## config.mk

```make
export PLATFORM = sky130hd
export DESIGN_NAME = cdc_sync_fifo_w_status
export DESIGN_NICKNAME = d
export VERILOG_FILES = /design/src/rtl/cdc_sync_fifo_w_status.sv
export SDC_FILE = /design/constraint.sdc
export NUM_CORES = 1
export LEC_CHECK = 0
export CAP_MARGIN = 20
export CORE_MARGIN = 2
export CORE_UTILIZATION = 35
export CTS_BUF_LIST = sky130_fd_sc_hd__clkbuf_4 sky130_fd_sc_hd__clkbuf_8 sky130_fd_sc_hd__clkbuf_16
export DETAILED_ROUTE_END_ITERATION = 10
export GPL_ROUTABILITY_DRIVEN = 0
export SYNTH_ARGS = -nofsm -noshare
export SYNTH_HDL_FRONTEND = slang
export SYNTH_SLANG_ARGS = --single-unit
```

## constraint.sdc

```tcl
create_clock -name clk -period 2.01 [get_ports clk]
set_input_delay 0.603 -clock clk [delete_from_list [all_inputs] [get_ports clk]]
set_output_delay 0.603 -clock clk [all_outputs]
set_load 0.02 [all_outputs]
```

## src/rtl/cdc_sync_fifo_w_status.sv

```systemverilog
// Single-clock FWFT FIFO with occupancy, free count, almost flags and sticky error flags.
// Define FIFO_FLUSH_EN to add the flush_i port; define NO_ASSERTIONS to skip parameter checks.
module cdc_sync_fifo_w_status #(
    parameter int unsigned SLOTS     = 4,
    parameter int unsigned WIDTH     = 8,
    parameter int unsigned AFULL_TH  = SLOTS - 1,
    parameter int unsigned AEMPTY_TH = 1
) (
    input  logic                       clk,
    input  logic                       rst_n,
    input  logic                       wr_en_i,
    input  logic [WIDTH-1:0]           wr_data_i,
    output logic                       wr_full_o,
    output logic                       wr_afull_o,
    input  logic                       rd_en_i,
    output logic [WIDTH-1:0]           rd_data_o,
    output logic                       rd_empty_o,
    output logic                       rd_aempty_o,
    output logic [$clog2(SLOTS+1)-1:0] ocup_o,
    output logic [$clog2(SLOTS+1)-1:0] free_o,
    output logic                       ovf_o,
    output logic                       udf_o,
`ifdef FIFO_FLUSH_EN
    input  logic                       flush_i,
`endif
    input  logic                       clr_err_i
);

    localparam int unsigned CW = $clog2(SLOTS + 1);
    localparam int unsigned IW = (SLOTS > 2) ? $clog2(SLOTS) : 1;

`ifndef NO_ASSERTIONS
    if (SLOTS < 2) begin : g_chk_slots
        $error("SLOTS must be at least 2");
    end
    if (AFULL_TH < 1 || AFULL_TH > SLOTS) begin : g_chk_afull
        $error("AFULL_TH must lie in 1..SLOTS");
    end
    if (AEMPTY_TH > SLOTS - 1) begin : g_chk_aempty
        $error("AEMPTY_TH must lie in 0..SLOTS-1");
    end
`endif

    logic [WIDTH-1:0] mem_q [SLOTS];
    logic [IW-1:0]    wr_idx_q, wr_idx_d;
    logic [IW-1:0]    rd_idx_q, rd_idx_d;
    logic [CW-1:0]    cnt_q, cnt_d;
    logic             ovf_q, ovf_d;
    logic             udf_q, udf_d;
    logic             full, empty, wr_acc, rd_acc, flush, mem_we;

    // Explicit wrap keeps indexing correct for non-power-of-two depths.
    function automatic logic [IW-1:0] idx_next(input logic [IW-1:0] idx);
        return (idx == IW'(SLOTS - 1)) ? '0 : idx + IW'(1);
    endfunction

    assign full  = (cnt_q == CW'(SLOTS));
    assign empty = (cnt_q == '0);

`ifdef FIFO_FLUSH_EN
    assign flush = flush_i;
`else
    assign flush = 1'b0;
`endif

    always_comb begin
        wr_acc   = wr_en_i & ~full & ~flush;
        rd_acc   = rd_en_i & ~empty & ~flush;
        mem_we   = wr_acc;
        wr_idx_d = wr_idx_q;
        rd_idx_d = rd_idx_q;
        cnt_d    = cnt_q;
        ovf_d    = ovf_q;
        udf_d    = udf_q;
        if (flush) begin
            wr_idx_d = '0;
            rd_idx_d = '0;
            cnt_d    = '0;
        end else begin
            if (wr_acc) wr_idx_d = idx_next(wr_idx_q);
            if (rd_acc) rd_idx_d = idx_next(rd_idx_q);
            case ({wr_acc, rd_acc})
                2'b10:   cnt_d = cnt_q + CW'(1);
                2'b01:   cnt_d = cnt_q - CW'(1);
                default: cnt_d = cnt_q;
            endcase
            // A new error event in the same cycle wins over the clear.
            if (clr_err_i) begin
                ovf_d = 1'b0;
                udf_d = 1'b0;
            end
            if (wr_en_i && full)  ovf_d = 1'b1;
            if (rd_en_i && empty) udf_d = 1'b1;
        end
    end

    always_ff @(posedge clk) begin
        if (!rst_n) begin
            wr_idx_q <= '0;
            rd_idx_q <= '0;
            cnt_q    <= '0;
            ovf_q    <= 1'b0;
            udf_q    <= 1'b0;
        end else begin
            wr_idx_q <= wr_idx_d;
            rd_idx_q <= rd_idx_d;
            cnt_q    <= cnt_d;
            ovf_q    <= ovf_d;
            udf_q    <= udf_d;
        end
    end

    // Storage is deliberately not reset; only the bookkeeping is.
    always_ff @(posedge clk) begin
        if (rst_n && mem_we) begin
            mem_q[wr_idx_q] <= wr_data_i;
        end
    end

    assign rd_data_o   = mem_q[rd_idx_q];
    assign wr_full_o   = full;
    assign rd_empty_o  = empty;
    assign wr_afull_o  = (cnt_q >= CW'(AFULL_TH));
    assign rd_aempty_o = (cnt_q <= CW'(AEMPTY_TH));
    assign ocup_o      = cnt_q;
    assign free_o      = CW'(SLOTS) - cnt_q;
    assign ovf_o       = ovf_q;
    assign udf_o       = udf_q;

endmodule

```

## After elaboration in Yosys (flattened, before gate mapping)

Memory sizes are Yosys's and may differ from the RTL's. A register that Yosys moved wholly into a read port is not among the register bits.
Cells that the tools add are included.

- Memories kept: 1
- Bits in registers: 9
- Output and inout bits: 20
- Memory bits (writable): 32

- $add $sub $neg: 5
- Reductions and logical operators: 7
- $lt $le $gt $ge: 2
- Bitwise gates (word level): 4
- Equality and inequality tests: 5
- Mux-type cells: 10

Memory list:

| memory | words | bits a word | read ports | clocked after memory_dff | wr ports | RTL line | text |
|---|---|---|---|---|---|---|---|
| mem_q | 4 | 8 | 1 | 1 | 1 | 44 | `logic [WIDTH-1:0] mem_q [SLOTS];` |

Operator list:

| cell | count |
|---|---|
| 2-bit two-way mux | 4 |
| 2-bit == test (second input constant) | 3 |
| 3-bit one-hot mux with 2 select lines | 1 |
| 2-bit nonzero test | 3 |
| 1-bit two-way mux | 5 |
| 2-bit by 1-bit adder with 2-bit output (second input constant) | 2 |
| 3-bit by 1-bit adder with 3-bit output (second input constant) | 1 |
| 3-bit == test (second input constant) | 1 |
| 3-bit by 2-bit greater-or-equal comparator with 1-bit output (second input constant) | 1 |
| 3-bit by 1-bit less-or-equal comparator with 1-bit output (second input constant) | 1 |
| 1-bit logical AND | 3 |
| 3-bit zero test | 1 |
| 3-bit by 1-bit subtractor with 3-bit output (second input constant) | 1 |
| 3-bit subtractor (first input constant) | 1 |
| 1-bit bitwise AND | 2 |
| 2-bit by 1-bit == test with 1-bit output (second input constant) | 1 |
| 1-bit NOT | 2 |

## Longest topological paths before layout

Gate-level depths: netlist (run 1).

- Depth after elaboration: 6
- Gate-level depth with buffers: 10
- Gate-level depth less buffers: 9

## Least setup slack after synthesis (run 1)

No wires, ideal clock.

- Path type: register -> register
- Start: register cnt_q[0], in the netlist ocup_o[0]
- End: register cnt_q[2], in the netlist ocup_o[2]
- Library setup time: 76 ps
- Period minus slack after synthesis: 2227 ps
- Buffers on the path: 1
- Setup slack: -217 ps
- Arrival: 2151 ps
- Cell stages (with the launch flop): 11
- Cell sequence: dfxtp_1 -> inv_1 -> ha_1 -> ha_1 -> nor2b_1 -> clkbuf_2 -> inv_1 -> ha_1 -> nor3_1 -> a31oi_1 -> a21boi_0

- Cells in the longest elaborated chain, start to end: 5
- Elaborated cells between the ends (all ways): 12
- Classes of those cells: add/sub (2); eq/ne (3); mux (1); bitwise (4); reduce/logical (2)

Ends and longest elaborated chain:

| element | RTL line | text |
|---|---|---|
| from (decl) | 47 | `logic [CW-1:0] cnt_q, cnt_d;` |
| from (signal assigned) | 107 | `cnt_q <= cnt_d;` |
| 3-bit == test * | 57 | `assign full = (cnt_q == CW'(SLOTS));` |
| via wr_full_o | 13 | `output logic wr_full_o,` |
| 1-bit NOT * | 67 | `wr_acc = wr_en_i & ~full & ~flush;` |
| 1-bit bitwise AND * | 67 |  |
| 2-bit by 1-bit == test with 1-bit output / 2-bit == test (equally long branches) | 82 | `case ({wr_acc, rd_acc})` |
| 3-bit one-hot mux with 2 select lines / 2-bit nonzero test (equally long branches) | n/a |  |

The timed path passes the listed nets; every way through them passes the cells marked *.
A chain may end at the register's enable or synchronous reset.

==> results of run 1 <==
worst paths after layout:
| check | start | to | slack (ns) |
|---|---|---|---|
| setup / recovery | flop | rd_data_o[7] | -0.09 |
| hold / removal | ovf_o$_SDFFE_PN0P_ | ovf_o$_SDFFE_PN0P_ | 0.54 |
| setup reg to reg | ocup_o[0]$_SDFFE_PN0P_ | ocup_o[2]$_SDFFE_PN0P_ | 0.13 |
| hold reg to reg | ovf_o$_SDFFE_PN0P_ | ovf_o$_SDFFE_PN0P_ | 0.54 |
cells by family (layout without fill, tap and decap cells):
group | after synthesis | count (layout) | share of synthesized area [%]
flops | 43 | 43 | 65.06
simple gates | 22 | 22 | 6.754
fa+ha+maj | 13 | 13 | 8.960
buf+inv | 13 | 69 | 3.446
mux | 12 | 12 | 12.13
compound gates | 8 | 8 | 2.687
xor+xnor | 2 | 2 | 0.9650
metrics by stage:
step,area [um^2],utilization [%]
3_5_place_dp,2381,47.22
2_1_floorplan,1826,-
6_report,2551,50.60
3_3_place_gp,2381,47.22
4_1_cts,2481,49.21
5_1_grt,2551,50.60
cells in the final DEF, fill, tap and decap left out:
cell | netlist | routed
clkinvlp_4 | 0 | 1
dfxtp_4 | 0 | 2
buf_4 | 1 | 19
a21oi_1 | 1 | 1
dfxtp_2 | 0 | 1
and2_1 | 2 | 2
nor3_2 | 0 | 1
buf_12 | 0 | 3
mux4_2 | 8 | 8
xnor2_1 | 2 | 2
buf_6 | 1 | 11
ha_4 | 0 | 3
and3_1 | 4 | 4
and2b_1 | 1 | 1
o21ai_0 | 3 | 2
o21ai_1 | 0 | 1
a21boi_0 | 1 | 1
nand2_1 | 1 | 1
clkinv_2 | 0 | 1
nor2b_1 | 8 | 7
clkbuf_2 | 2 | 1
edfxtp_1 | 32 | 32
clkbuf_8 | 0 | 5
ha_2 | 0 | 2
a22oi_1 | 2 | 2
mux2i_1 | 4 | 4
dlymetal6s2s_1 | 0 | 4
clkdlybuf4s50_1 | 0 | 14
ha_1 | 13 | 8
a31oi_1 | 1 | 1
nor2b_2 | 0 | 1
inv_2 | 0 | 3
clkdlybuf4s15_2 | 0 | 1
inv_1 | 8 | 5
clkbuf_4 | 0 | 1
nor2_1 | 5 | 5
dfxtp_1 | 11 | 8
power by group through the flow:
stage,combinational [mW],clock (mW),sequential [mW]
final,1.23,0.535,1.10
after global routing,1.33,0.584,1.11
after CTS,1.17,0.560,1.09
after detailed placement,1.16,0,1.11
after global placement,1.14,0,1.11
after floorplan,0.607,0,1.14
worst register-to-register path, cell delays in order (launching register included):
cell	delay [ns]
dfxtp_4	0.38
inv_2	0.06
ha_2	0.17
ha_1	0.18
buf_4	0.13
and2b_1	0.26
ha_4	0.25
nor3_2	0.18
a31oi_1	0.05
a21boi_0	0.14
sequential cells by signal (all words and copies together), names as in the netlist, named ones only:
register / flops
rd_idx_q: 2
udf_o: 1
mem_q: 32
ocup_o: 3
wr_idx_q: 2
ovf_o: 1
area by class of cell:
type	count	area (um^2)	area share, %
Sequential cell	43	1190	46.64
Multi-Input combinational cell	57	621.8	24.37
Timing Repair Buffer	53	533.0	20.89
Tap cell	70	87.58	3.433
Clock buffer	6	76.32	2.992
Inverter	8	30.03	1.177
Clock inverter	2	12.51	0.4904
Yosys cell counts, drive strengths merged:
| library cell | n |
|---|---|
| and2b | 1 |
| buf | 2 |
| a21oi | 1 |
| a31oi | 1 |
| and3 | 4 |
| o21ai | 3 |
| clkbuf | 3 |
| nor2 | 5 |
| nor3 | 1 |
| dfxtp | 11 |
| a22oi | 2 |
| and2 | 2 |
| mux2i | 4 |
| nor2b | 8 |
| nand2 | 1 |
| edfxtp | 32 |
| a21boi | 1 |
| ha | 13 |
| xnor2 | 2 |
| mux4 | 8 |
| inv | 8 |
layer usage:
metal  share of wire (%)  global-route usage (%)  vias up  wire length (um)
met4                 1.7                   4.909        0                58
li1                    -                       -      521                 -
met1                  40                   13.36      532              1381
met3                 3.3                   3.555        6               113
met5                   0                       0        -                 0
met2                  54                   22.95       22              1860
timing repair:
action	CTS	global route
endpoints found under the setup margin	15	27
pin swaps	0	1
setup buffers	2	0
endpoints found under the hold margin	0	0
gates resized for setup	73	23
==> out/results.ini, run 1 <==
[floorplanning]
num_rows = 26
io_pins = 33
initial_utilization_pct = 36.00
core-area_mm2 = 0.005042
die_w_um = 76.02
dieArea_mm2 = 0.005779
fp.dieH_um = 76.02

[timing]
rsz0062_at_grt = yes
finalHoldViolCount = 0
period_share_pct = 104.3
slew_violations = 0
setup_viol = 8
hold-worst-slack_ns = 0.5416
setup_slack_ns = -0.08708
relSlewSlack_pct = 84.64
fin_tns_setup_ns = -0.2516
timing.final.crit_period_ns = 2.097
finalClockSkew_ns = 0.005936
fmax_mhz = 476.9
tightestPinTransition_ns = 0.2300

[worst_setup_path]
cp-end-kind = output pin
crit_path_cell_trace = buf_12 -> buf_6 -> mux4_2 -> buf_6
crit_buf_inv = 3
reg2regPathDepth = 9
crit_slowest_cell = mux4_2
crit_type = flop to output pin
worstSetupStartpointType = flop
path_delay_family = multiplexers
cp_num_cells = 4
critPathArrivalTime_ns = 1.49
worst_ep_required_time_ns = 1.41
path_max_fanout = 6
cpMostUsedCell = buf_6
cpPeakStageDelay_ns = 0.49

[place]
placed_cells_incl_taps = 229
place_ws_ns = -0.1851
dpl.hpwl_um = 2563
io_buffer_count = 32

[global_route]
grt_first_pass_wirelength_um = 5506
grt_pass1_vias = 1178
grt.overflow.total = 0
grt_max_degree = 14
grtUsageTotal_pct = 12.42
antenna_found_initial = 0

[clocking]
clock_sinks = 43
cts_buffer_depth = 2
cts_tree = yes
cts.htree.levels = 2
cts_hold_buf = 0
clk_pin_slew_ns = 0.08
cts_made_buffers = 5
clk_latency_ns = 0.29
cts_root_buf = clkbuf_8

[pwr]
clkPwrFrac_pct = 18.7
p_sw_mw = 0.9001
peakVddDrop_uv = 659.2
pwr_density_cell_mw_per_mm2 = 1122
totalPowerFinal_mw = 2.863
p_leak_nw = 1.006
combinationalPowerShare_pct = 42.9
switching_share_pct = 31.44
p_int_mw = 1.963
p_seq_share_pct = 38.4

[yosys]
postSynthAreaPerCell_um2 = 16.07
synth.top_cells.by_area = edfxtp_1 53%, dfxtp_1 12%, mux4_2 9.9%
synth_seq_cells = 43
synth.distinct_cells = 23
syn_area_mm2 = 0.001815
yosysWarningCount = 0
yosysTopAreaCell = edfxtp_1
synth_seq_area_share_pct = 65.06
syn_nets = 139
netlist.area_leader.share_pct = 52.93
synth_cells = 113

[routing]
antenna_left = 0
wire_per_inst_um = 14.28
drtIter0Drc = 30
wl_um = 3413
firstDrtPassIters = 3
vias_per_cell = 4.523
drc = 0
vias = 1081

[finish]
diodes = 0
nets = 194
drive_above_1_share_pct = 37.87
synthToLayoutAreaGrowth_pct = 40.52
fillCellCount = 432
finalNonFillerCells = 239

[min_path]
hold_depth = 2
holdCritPathClass = flop to flop

[status]
status = finished, violations left
violations = setup timing

[run]
cap_violations = 0

No activity file was read; power rests on OpenSTA's default activity.
==> run 2: changes to the inputs <==
- CORE_ASPECT_RATIO: default -> 0.8
- CORE_UTILIZATION: 35 -> 46
- CTS_CLUSTER_SIZE: default -> 10
- PLACE_DENSITY: default -> 0.74
==> out/results.ini, run 2 (synthesis gave the netlist of run 1 again) <==
[clocking]
cts_hold_buf = 0  ; unchanged
cts.htree.levels = 2  ; unchanged
cts_tree = yes
clock_sinks = 43  ; unchanged
cts_root_buf = clkbuf_8
clk_latency_ns = 0.29  ; about the same
clk_pin_slew_ns = 0.08  ; about the same
cts_made_buffers = 5  ; unchanged
cts_buffer_depth = 2  ; unchanged

[global_route]
grt_max_degree = 13  ; -1
grt.overflow.total = 0  ; unchanged
gr-usage-met1_pct = 19.43  ; +6.1 points
grt_use_met3_pct = 5.059  ; +1.5 points
antenna_found_initial = 0  ; unchanged
grt_pass1_vias = 1023  ; -13%
grtUsageTotal_pct = 15.86  ; +3.4 points
busiest_layer = met2
grt_util_met2_pct = 26.02  ; +3.1 points
grt_first_pass_wirelength_um = 4892  ; -11%

[floorplanning]
dieArea_mm2 = 0.004469  ; -23%
core-area_mm2 = 0.003804  ; -25%
fp.dieH_um = 60.19  ; -21%
io_pins = 33  ; unchanged
die_w_um = 74.24  ; -2.3%
initial_utilization_pct = 47.73  ; +12 points
num_rows = 20  ; -23%

[finish]
multi_input_area_um2 = 606.8  ; -2.4%
diodes = 0  ; unchanged
final_cell_mix = 32 x edfxtp_1, 18 x buf_4, 17 x clkdlybuf4s50_1, 12 x buf_6, 10 x ha_1
largest-register = mem_q
drive_above_1_share_pct = 35.47  ; -2.4 points
seq_area_mm2 = 0.001190  ; unchanged
final_common_cell = edfxtp_1
largest_reg_flops = 32  ; unchanged
nets = 197  ; +1.5%
fillCellCount = 286  ; -34%
synthToLayoutAreaGrowth_pct = 39.21

[run]
cap_violations = 0  ; unchanged

[timing]
rsz0062_at_grt = yes
setup_viol = 6  ; -2
finalClockSkew_ns = 0.004906  ; -0.001030 ns
timing.final.crit_period_ns = 2.096  ; -0.0007263 ns
slew_violations = 0  ; unchanged
tightestPinTransition_ns = 0.2550  ; +0.02494 ns
relSlewSlack_pct = 82.95  ; -1.7 points
hold-worst-slack_ns = 0.5469  ; +0.005344 ns
period_share_pct = 104.3  ; about the same
finalHoldViolCount = 0  ; unchanged
setup_slack_ns = -0.08636  ; +0.0007263 ns
fmax_mhz = 477.0  ; about the same

[routing]
drtIter0Drc = 41  ; +37%
firstDrtPassIters = 4  ; +1
wl_um = 3267  ; -4.3%
vias = 1071  ; -0.93%
wire_per_inst_um = 14.39  ; +0.78%
drc = 0  ; unchanged
antenna_left = 0  ; unchanged
vias_per_cell = 4.718  ; +4.3%

[pwr]
p_seq_share_pct = 38.4  ; about the same
p_sw_mw = 0.8798  ; -2.3%
switching_share_pct = 31.06  ; -0.38 points
clkPwrFrac_pct = 19.0  ; +0.3 points
p_leak_nw = 0.9819  ; -2.4%
peakVddDrop_uv = 545.3  ; -17%
combinationalPowerShare_pct = 42.6  ; -0.3 points
p_int_mw = 1.953  ; -0.50%
pwr_density_cell_mw_per_mm2 = 1121  ; -0.12%
totalPowerFinal_mw = 2.833  ; -1.1%

[worst_setup_path]
cp-end-kind = output pin
worst_ep_required_time_ns = 1.41  ; about the same
critPathArrivalTime_ns = 1.49  ; about the same
path_max_fanout = 4  ; -2
worstSetupStartpointType = flop
r2r_start = ocup_o[0]$_SDFFE_PN0P_
crit_type = flop to output pin

[status]
status = finished, violations left
violations = setup timing

[min_path]
holdCritPathClass = flop to flop
hp-start = ovf_o$_SDFFE_PN0P_

[place]
io_buffer_count = 32  ; unchanged
dpl.hpwl_um = 2410  ; -6.0%

==> run 2: cell types whose count changed in the layout (fill, tap and decap cells not counted), sizes merged <==
cell           previous run  this run
clkbuf                    7         8
dlymetal6s2s              4         1
buf                      33        36
clkdlybuf4s50            14        17
clkinvlp                  1         0
==> run 2: cell type report <==
class | count | share of cell area [%]
Sequential cell | 43 | 47.08
Multi-Input combinational cell | 57 | 24.01
Timing Repair Buffer | 56 | 21.49
Clock buffer | 7 | 3.317
Tap cell | 55 | 2.723
Inverter | 8 | 1.188
Clock inverter | 1 | 0.1980
==> run 2: power by group through the flow <==
stage | Clock, mW | Sequential (mW) | Combinational, mW
6_report | 0.539 | 1.09 | 1.21
2_1_floorplan | 0 | 1.14 | 0.607
4_1_cts | 0.547 | 1.09 | 1.17
3_3_place_gp | 0 | 1.10 | 1.13
5_1_grt | 0.588 | 1.10 | 1.30
3_5_place_dp | 0 | 1.10 | 1.15
==> run 2: through the flow <==
step / util, % / instance area (um^2) / setup slack, ns / TNS (ns) / cells
3_5_place_dp: 62.50 / 2377 / -0.2062 / -4.764 / 216
2_1_floorplan: - / 1826 / 0.02206 / 0 / 113
3_3_place_gp: 62.50 / 2377 / -0.1186 / -3.913 / 216
5_1_grt: 66.45 / 2527 / -0.1345 / -0.6745 / 227
4_1_cts: 65.46 / 2490 / -0.09777 / -0.3936 / 227
6_report: 66.45 / 2527 / -0.08636 / -0.3343 / 227
==> run 2: worst max-delay path: stages (launching register included) <==
cell and delay, ns:
dfxtp_2 0.35, buf_6 0.12, buf_6 0.09, mux4_2 0.49, buf_6 0.15
==> run 2: metal layers <==
layer  share of wire [%]  vias to the layer above
met5                   0                        -
met4                 1.5                        0
met3                 3.3                        6
met2                  50                       14
met1                  45                      525
li1                    -                      526
==> run 2: repair_timing <==
| action | 4_1_cts | 5_1_grt |
|---|---|---|
| buffers inserted | 3 | 0 |
| pin swaps | 0 | 1 |
| resized for setup | 72 | 12 |
| endpoints found under the setup margin | 15 | 23 |
| cloned | 0 | 0 |
==> run 2: final timing paths <==
path / slack, ns / endpoint / depth (start not counted)
worst min-delay path: 0.55 / ovf_o$_SDFFE_PN0P_ / 2
worst max-delay path: -0.09 / rd_data_o[3] / 4
worst max register to register: 0.11 / mem_q[1][1]$_DFFE_PP_ / 8
worst min register to register: 0.55 / ovf_o$_SDFFE_PN0P_ / 2
